<file path="config.mk">
export PLATFORM = sky130hd
export DESIGN_NAME = serial_sub_flat
export DESIGN_NICKNAME = d
export VERILOG_FILES = /design/src/rtl/serial_sub_if.sv /design/src/rtl/serial_sub.sv /design/src/flat_wrapper.sv
export SDC_FILE = /design/constraint.sdc
export NUM_CORES = 1
export LEC_CHECK = 0
export BUFFER_PORTS_ARGS = -buffer_cell sky130_fd_sc_hd__buf_2
export CORE_ASPECT_RATIO = 0.8
export CORE_MARGIN = 8
export CORE_UTILIZATION = 50
export CTS_CLUSTER_SIZE = 40
export DETAILED_ROUTE_END_ITERATION = 10
export GPL_ROUTABILITY_DRIVEN = 0
export PLACE_DENSITY = 0.84
export SYNTH_ARGS = -nofsm -noshare
export SYNTH_HDL_FRONTEND = slang
export SYNTH_SLANG_ARGS = --single-unit
</file>
<file path="constraint.sdc">
create_clock -name clk -period 1.6 [get_ports clk]
set_input_delay 0.16 -clock clk [delete_from_list [all_inputs] [get_ports clk]]
set_output_delay 0.16 -clock clk [all_outputs]
set_load 0.02 [all_outputs]
</file>
<file path="src/rtl/serial_sub_if.sv">
// Controller-side bundle for serial_sub: operand request, status and held result.
// start is a request, not a valid/ready pair: it is taken on any rising edge where busy is low, ignored while busy, and each accepted request yields exactly one done pulse.
interface serial_sub_if #(
    parameter int WIDTH = 8
);
    logic             start;
    logic [WIDTH-1:0] a;
    logic [WIDTH-1:0] b;
    logic             busy;
    logic             done;
    logic [WIDTH-1:0] diff;
    logic             bor;
    logic [1:0]       fsm_state;

    modport master (
        output start, a, b,
        input  busy, done, diff, bor, fsm_state
    );

    modport slave (
        input  start, a, b,
        output busy, done, diff, bor, fsm_state
    );
endinterface

</file>
<file path="src/rtl/serial_sub.sv">
// Bit-serial unsigned subtractor: computes a - b LSB first, one bit per clock,
// using a full-subtract cell made of two half_sub cells and a registered borrow.
module half_sub (
    input  logic x,
    input  logic y,
    output logic d,
    output logic bout
);
    assign d    = x ^ y;
    assign bout = ~x & y;
endmodule

module serial_sub #(
    parameter int WIDTH = 8
) (
    input logic          clk,
    input logic          rst_n,
    serial_sub_if.slave  bus
);
    localparam int CW = (WIDTH > 1) ? $clog2(WIDTH) : 1;
    localparam logic [CW-1:0] LAST = CW'(WIDTH - 1);

    typedef enum logic [1:0] {
        IDLE  = 2'd0,
        SHIFT = 2'd1,
        DONE  = 2'd2
    } state_t;

    state_t           state;
    state_t           state_n;
    logic [WIDTH-1:0] sa;
    logic [WIDTH-1:0] sb;
    logic [WIDTH-1:0] acc;
    logic [WIDTH-1:0] diff_q;
    logic             br;
    logic             bor_q;
    logic [CW-1:0]    cnt;
    logic             d1;
    logic             b1;
    logic             d;
    logic             b2;
    logic             br_n;
    logic             accept;
    logic             last;

    half_sub u_hs0 (.x(sa[0]), .y(sb[0]), .d(d1), .bout(b1));
    half_sub u_hs1 (.x(d1),    .y(br),    .d(d),  .bout(b2));
    assign br_n = b1 | b2;

    always_ff @(posedge clk or negedge rst_n) begin
        if (!rst_n) state <= IDLE;
        else        state <= state_n;
    end

    always_comb begin
        accept  = 1'b0;
        last    = 1'b0;
        state_n = state;
        case (state)
            IDLE: begin
                accept = bus.start;
                if (accept) state_n = SHIFT;
            end
            SHIFT: begin
                last = (cnt == LAST);
                if (last) state_n = DONE;
            end
            DONE: begin
                accept  = bus.start;
                state_n = accept ? SHIFT : IDLE;
            end
            default: state_n = IDLE;
        endcase
    end

    // Result registers load only on the final bit so the previous answer stays visible during SHIFT.
    always_ff @(posedge clk or negedge rst_n) begin
        if (!rst_n) begin
            sa     <= '0;
            sb     <= '0;
            acc    <= '0;
            br     <= 1'b0;
            cnt    <= '0;
            diff_q <= '0;
            bor_q  <= 1'b0;
        end else if (accept) begin
            sa  <= bus.a;
            sb  <= bus.b;
            acc <= '0;
            br  <= 1'b0;
            cnt <= '0;
        end else if (state == SHIFT) begin
            acc <= {d, acc[WIDTH-1:1]};
            sa  <= sa >> 1;
            sb  <= sb >> 1;
            br  <= br_n;
            cnt <= cnt + 1'b1;
            if (last) begin
                diff_q <= {d, acc[WIDTH-1:1]};
                bor_q  <= br_n;
            end
        end
    end

    assign bus.busy      = (state == SHIFT);
    assign bus.done      = (state == DONE);
    assign bus.diff      = diff_q;
    assign bus.bor       = bor_q;
    assign bus.fsm_state = state;
endmodule

</file>
<file path="src/flat_wrapper.sv">
// flat-port wrapper written by rule: the top's interface ports become plain ports
module serial_sub_flat 
#(
    parameter int WIDTH = 8
)
  (clk, rst_n, bus_start, bus_a, bus_b, bus_busy, bus_done, bus_diff, bus_bor, bus_fsm_state);
  serial_sub_if #(.WIDTH(WIDTH)) bus_i ();
  input logic clk;
  input logic rst_n;
  input wire logic [$bits(bus_i.start)-1:0] bus_start;
  input wire logic [$bits(bus_i.a)-1:0] bus_a;
  input wire logic [$bits(bus_i.b)-1:0] bus_b;
  output wire logic [$bits(bus_i.busy)-1:0] bus_busy;
  output wire logic [$bits(bus_i.done)-1:0] bus_done;
  output wire logic [$bits(bus_i.diff)-1:0] bus_diff;
  output wire logic [$bits(bus_i.bor)-1:0] bus_bor;
  output wire logic [$bits(bus_i.fsm_state)-1:0] bus_fsm_state;
  assign bus_i.start = bus_start;
  assign bus_i.a = bus_a;
  assign bus_i.b = bus_b;
  assign bus_busy = bus_i.busy;
  assign bus_done = bus_i.done;
  assign bus_diff = bus_i.diff;
  assign bus_bor = bus_i.bor;
  assign bus_fsm_state = bus_i.fsm_state;
  serial_sub #(.WIDTH(WIDTH)) u_core (.clk(clk), .rst_n(rst_n), .bus(bus_i));
endmodule
</file>
==> impl_metrics.json, run 1 <==
{
  "num-nets-final": 206,
  "clk_pin_slew_worst_paths_ps": 80,
  "skew_ps": 11.1,
  "slowest_stage": "fa_1",
  "finalHoldViolations": 0,
  "firstDrtPassIters": 4,
  "required_ps": 1790,
  "dp_slack_ps": 90.4,
  "grt_pass1_wl_mm": 6.70,
  "die-area_sq_mm": 0.00580,
  "syn-cell-area_sq_mm": 0.00180,
  "syn_inst": 149,
  "crit_chain": "inv_1 -> fa_1 -> mux2_2 -> a22o_1",
  "antenna_found_initial": 0,
  "via_per_inst": 5.71,
  "seqCellArea_sq_um": 952,
  "power_leakage_nw": 1.05,
  "ir_drop_v": 0.00121,
  "cts_buffers": 5,
  "cts_tree": "done",
  "reg2reg_depth": 4,
  "tns_ps": 0,
  "cp-start-kind": "flip-flop",
  "drc": 0,
  "wl_per_cell_um": 17.2,
  "clkSinkCount": 38,
  "yosysSeqAreaShare_pct": 52.7,
  "cts_setup_buffers": 0,
  "end_kind": "flip-flop",
  "synth-async-reset-ratio_pct": 100,
  "die-height_um": 69.7,
  "synth-xor-area-share_pct": 0.486,
  "outcome": "completed",
  "synth_top_family_by_area": "multiplexers",
  "htreeDepth": 2,
  "grt_use_total_pct": 14.3,
  "insertion_delay_ps": 300,
  "synth_edf_count": 0,
  "clockBufferDepth": 2,
  "rows": 19,
  "hold_class": "primary input to flip-flop",
  "coreArea_sq_mm": 0.00345,
  "dp_cells": 218,
  "fin_crit_sh_pct": 95.7,
  "diodes": 0,
  "ys_ff_latch": 38,
  "fillers": 260,
  "finalMaxSlewViolations": 0,
  "via_count": 1297,
  "wl_mm": 3.89,
  "syn_nets": 171,
  "rsz0062_at_grt": "no",
  "syn_avg_cell_area_sq_um": 12.1,
  "syn2layout_area_growth_pct": 19.6,
  "cpPeakStageDelay_ps": 480,
  "gr-total-overflow": 0,
  "hold_path_depth": 3,
  "synthDistinctLibCells": 24,
  "synth.largest_area_cell": "dfrtp_1",
  "critical_path_class": "flip-flop to flip-flop",
  "antenna_left": 0,
  "grt_max_degree": 39,
  "synth_common_cells": "dfrtp_1, a22o_1, nor2_1",
  "yosysTopAreaCellShare_pct": 52.7,
  "hold_ws_ps": 82.8,
  "design_area_sq_mm": 0.00216,
  "yosys.area_share.simple_pct": 9.72,
  "drive_gt1_share_pct": 36.2,
  "synth_ff_type": "dfrtp_1",
  "die_x_um": 83.1,
  "maxCapViolations": 0,
  "synth_area_leaders": "dfrtp_1, mux2_4, a22o_1",
  "grt_pass1_vias": 1321,
  "power_density_mw_per_mm2": 2100,
  "ys_warn_count": 0,
  "setup_viol": 0,
  "yosys.cell_count.top_type": "dfrtp_1",
  "initial_core_util_pct": 52.3,
  "fin_cells": 227,
  "postPlaceCellArea_sq_mm": 0.00200,
  "port-buffer-count": 31,
  "hpwl_mm": 2.60,
  "setup_slack_ps": 69.3,
  "period_minus_slack_ps": 1530,
  "relSlewSlack_pct": 49.5,
  "crit_fanout": 3,
  "tightestPinTransition_ps": 754,
  "synth_compound_area_share_pct": 13.6,
  "cts_root_buf": "clkbuf_8",
  "arrival_ps": 1720,
  "max_freq_mhz": 653,
  "drt_iter0_drc": 157,
  "synthMuxAreaShare_pct": 15.6,
  "num_io_pins": 32,
  "synth_fa_ha_area_share_pct": 2.50,
  "multi_input_area_sq_um": 756
}
[metal layers]
layer  track usage [%]  vias up  share of wire, %
li1                  -      601                 -
met1              16.2      636                42
met2              23.3       50                50
met3              5.40       10               5.0
met4              6.61        0               2.5
met5                 0        -                 0
[area by class of cell]
| type | instances | share of cell area [%] |
|---|---|---|
| clock buffers | 6 | 3.83 |
| well taps | 42 | 2.44 |
| multi-input cells | 95 | 35.1 |
| clock inverters | 2 | 2.79 |
| inverters | 4 | 0.696 |
| flip-flops and latches | 38 | 44.2 |
| repair buffers | 40 | 11.0 |
[worst max-delay path, delay by kind of cell, from the launching register on]
family | cells | cell delay, ps
AO/OA/AOI/OAI | 1 | 180
adder cells (fa/ha/maj) | 1 | 480
multiplexers | 1 | 270
flip-flops | 1 | 420
buffers and inverters | 1 | 80
[path summary, 6_finish.rpt]
check                                    start                       to  slack [ps]
worst max register to register    u_core.sb[0]            u_core.acc[7]          70
worst min-delay path                  bus_a[3]             u_core.sa[3]          80
worst max-delay path              u_core.sb[0]            u_core.acc[7]          70
worst min register to register  u_core.bus.bor           u_core.bus.bor         510
max in group asynchronous                rst_n  u_core.bus.fsm_state[1]        1040
min in group asynchronous                rst_n             u_core.sa[2]         350
[cell usage in the layout, fill, tap and decap left out]
| cell | n |
|---|---|
| dfrtp_1 | 37 |
| buf_2 | 31 |
| a22o_1 | 12 |
| nor2_1 | 10 |
| mux2_2 | 9 |
| mux2_4 | 8 |
| o22ai_1 | 8 |
| nor3_1 | 8 |
| nor2b_1 | 7 |
| buf_4 | 7 |
| mux2i_1 | 6 |
| clkbuf_8 | 6 |
| a211oi_1 | 5 |
| a21oi_1 | 5 |
| o21ai_0 | 4 |
| inv_1 | 3 |
| nand2_1 | 3 |
| nand2b_1 | 2 |
| nand3_1 | 2 |
| ha_1 | 2 |
| bufinv_16 | 2 |
| inv_2 | 1 |
| nand3b_4 | 1 |
| xnor2_1 | 1 |
| a22oi_1 | 1 |
| fa_1 | 1 |
| dlygate4sd3_1 | 1 |
| buf_12 | 1 |
| dfrtp_2 | 1 |
[report_power, final]
part           internal (mW)  switching, mW
combinational          0.893          0.882
clock                  0.665          0.342
sequential              1.40          0.355
[metrics by stage]
step	utilization [%]	total power, mW
after detailed placement	58.1	3.51
after global routing	62.5	4.85
final	62.5	4.54
after global placement	58.1	3.38
after CTS	62.5	4.56
after floorplan	-	3.04
[cell families after synthesis]
kind of cell,Yosys count
AND/OR/NAND/NOR,33
flip-flops,38
buffers and inverters,16
adder cells (fa/ha/maj),3
AO/OA/AOI/OAI,35
XOR/XNOR,1
multiplexers,23
[sequential cells by signal, summed over array words and instances (netlist names)]
| register | flops |
|---|---|
| u_core.bus.fsm_state | 2 |
| u_core.cnt | 3 |
| u_core.bus.diff | 8 |
| u_core.bus.bor | 1 |
| u_core.acc | 7 |
| u_core.sb | 8 |
| u_core.sa | 8 |
| u_core.br | 1 |
[timing repair]
action / in CTS / in global routing
endpoints found under the hold margin: 38 / 0
setup endpoints to repair: 1 / 2
hold buffers: 1 / 0
gates resized for setup: 1 / 1
Note: power is estimated with default switching activity, not from simulation.
==> run 2: changes to the inputs <==
Settings changed: ABC_AREA from default to 1, HOLD_SLACK_MARGIN from default to 0.12.
==> impl_metrics.json, run 2 <==
{
  "outcome": "completed",
  "die_x_um": 81.5,
  "critPathLaunch": "u_core.bus.fsm_state[0]",
  "relSlewSlack_pct": 64.8,
  "synth_common_cells": "nand2_1, dfrtp_1, nand3_1",
  "setup_viol": 0,
  "power_density_mw_per_mm2": 1950,
  "maxCapViolations": 0,
  "drive_gt1_share_pct": 21.0,
  "firstDrtPassIters": 4,
  "syn-cell-area_sq_mm": 0.00172,
  "die-height_um": 68.4,
  "grt_pass1_wl_mm": 6.35,
  "cp-endpoint": "bus_busy",
  "cts_tree": "done",
  "antenna_found_initial": 0,
  "wl_per_cell_um": 12.9,
  "cts_buffers": 5,
  "finalMaxSlewViolations": 0,
  "rsz0062_at_grt": "no",
  "crit-reg2reg-launch": "u_core.bus.fsm_state[0]",
  "cts_root_buf": "clkbuf_8",
  "rows": 19,
  "crit_fanout": 13,
  "cts_setup_buffers": 0,
  "drt_iter0_drc": 140,
  "synth_ff_type": "dfrtp_1",
  "worstReg2RegEnd": "u_core.bus.diff[2]",
  "tns_ps": 0,
  "reg2reg_depth": 5,
  "grt_pass1_vias": 1385,
  "finalHoldViolations": 0,
  "r2r_slack_ps": 310,
  "coreArea_sq_mm": 0.00335,
  "htreeDepth": 2,
  "clkSinkCount": 38,
  "total_power_mw": 4.14,
  "crit_chain": "inv_2 -> nor2_4 -> buf_2",
  "synthDistinctLibCells": 16,
  "cts_resized": 0,
  "ir_drop_v": 0.000934,
  "initial_core_util_pct": 51.2,
  "holdBufCountCts": 13,
  "grt_use_total_pct": 15.1,
  "skew_ps": 4.49,
  "die-area_sq_mm": 0.00558,
  "final_common_cell": "nand2_1",
  "via_count": 1399,
  "num-nets-final": 264,
  "hold_class": "primary input to flip-flop",
  "insertion_delay_ps": 290,
  "drc": 0,
  "wl_mm": 3.67,
  "cpPeakStageDelay_ps": 410,
  "arrival_ps": 1250,
  "yosysSeqAreaShare_pct": 55.4,
  "syn2layout_area_growth_pct": 23.5,
  "antenna_left": 0,
  "synth.largest_area_cell": "dfrtp_1",
  "ys_ff_latch": 38,
  "critPathBufInv": 2,
  "required_ps": 1440,
  "syn_nets": 219,
  "ys_warn_count": 0,
  "syn_inst": 197,
  "final_cell_mix": "nand2_1, nand3_1, dfrtp_1, buf_2, dlygate4sd3_1",
  "hpwl_mm": 2.41,
  "gr-total-overflow": 0,
  "yosysTopAreaCellShare_pct": 55.4,
  "clockBufferDepth": 2,
  "num_io_pins": 32,
  "cpLargestDelayFamily": "flip-flops",
  "port-buffer-count": 31,
  "grt_max_degree": 39,
  "clk_pin_slew_worst_paths_ps": 70,
  "tightestPinTransition_ps": 527,
  "cp-start-kind": "flip-flop",
  "period_minus_slack_ps": 1410,
  "syn_avg_cell_area_sq_um": 8.71,
  "synth-async-reset-ratio_pct": 100,
  "diodes": 0,
  "via_per_inst": 4.91,
  "end_kind": "output port",
  "synth_edf_count": 0,
  "max_freq_mhz": 707,
  "fin_crit_sh_pct": 88.4,
  "power_leakage_nw": 1.15,
  "critical_path_class": "flip-flop to output port",
  "synth_area_leaders": "dfrtp_1, nand2_1, nand3_1",
  "yosys.cell_count.top_type": "nand2_1",
  "slowest_stage": "dfrtp_1",
  "worst-path-stages": 3
}
run 2: changes by cell type after synthesis, moves of 7 or more:
cell / change
o22ai_1: -8
nor2b_1: -7
nor2_1: -8
nor3_1: -8
mux2_2: -9
mux2_4: -8
nand3_1: +36
nand2_1: +80
a22o_1: -12
run 2: worst register-to-register path, delay by kind of cell (launching register included):
| family | cells | cell delay [ps] |
|---|---|---|
| flip-flops | 1 | 410 |
| buffers and inverters | 1 | 200 |
| AND/OR/NAND/NOR | 4 | 620 |
run 2: kinds of logic (layout without fill, tap and decap cells):
| kind of cell | Yosys count | in the layout | share of synthesized area [%] |
|---|---|---|---|
| fa+ha+maj | 3 | 3 | 2.62 |
| compound gates | 5 | 5 | 1.46 |
| flops | 38 | 38 | 55.4 |
| simple gates | 130 | 130 | 33.4 |
| buf+inv | 21 | 67 | 7.14 |
run 2: per-stage QoR:
stage          cell area, sq um  instances  hold slack (ps)  utilization [%]  setup WS [ps]
2_1_floorplan              1720        197             -136                -            436
3_3_place_gp               1880        264              137             56.1            347
3_5_place_dp               1880        264              141             56.1            328
4_1_cts                    2120        285              138             63.3            172
5_1_grt                    2120        285              130             63.3            105
6_report                   2120        285              141             63.3            185
run 2: final cells by class:
type                    count  area, sq um
clock buffers               5         68.8
repair buffers             47          320
well taps                  42         52.6
inverters                  12         45.0
multi-input cells         138          643
flip-flops and latches     38          951
fillers                   288         1230
clock inverters             3         40.0
run 2: how the worst min path moves through the flow:
stage	slack (ps)	end	depth (start not counted)	from
after floorplan	-140	u_core.acc[1]	0	rst_n
after global placement	140	u_core.sa[2]	2	rst_n
after detailed placement	140	u_core.sa[1]	2	rst_n
after CTS	140	u_core.sb[6]	5	bus_b[6]
after global routing	130	u_core.sb[6]	5	bus_b[6]
final	140	u_core.sb[6]	5	bus_b[6]
run 2: per-layer routing:
metal | wire, um | track usage [%] | share of wire [%]
met1 | 1570 | 19.1 | 43
met2 | 1800 | 23.4 | 49
met3 | 260 | 6.30 | 7.1
met4 | 40 | 4.00 | 1.1
met5 | 0 | 0 | 0
run 2: power by group:
group	total (mW)	switching [mW]	internal, mW
Clock	0.792	0.333	0.458
Sequential	1.66	0.256	1.40
Combinational	1.69	1.09	0.604
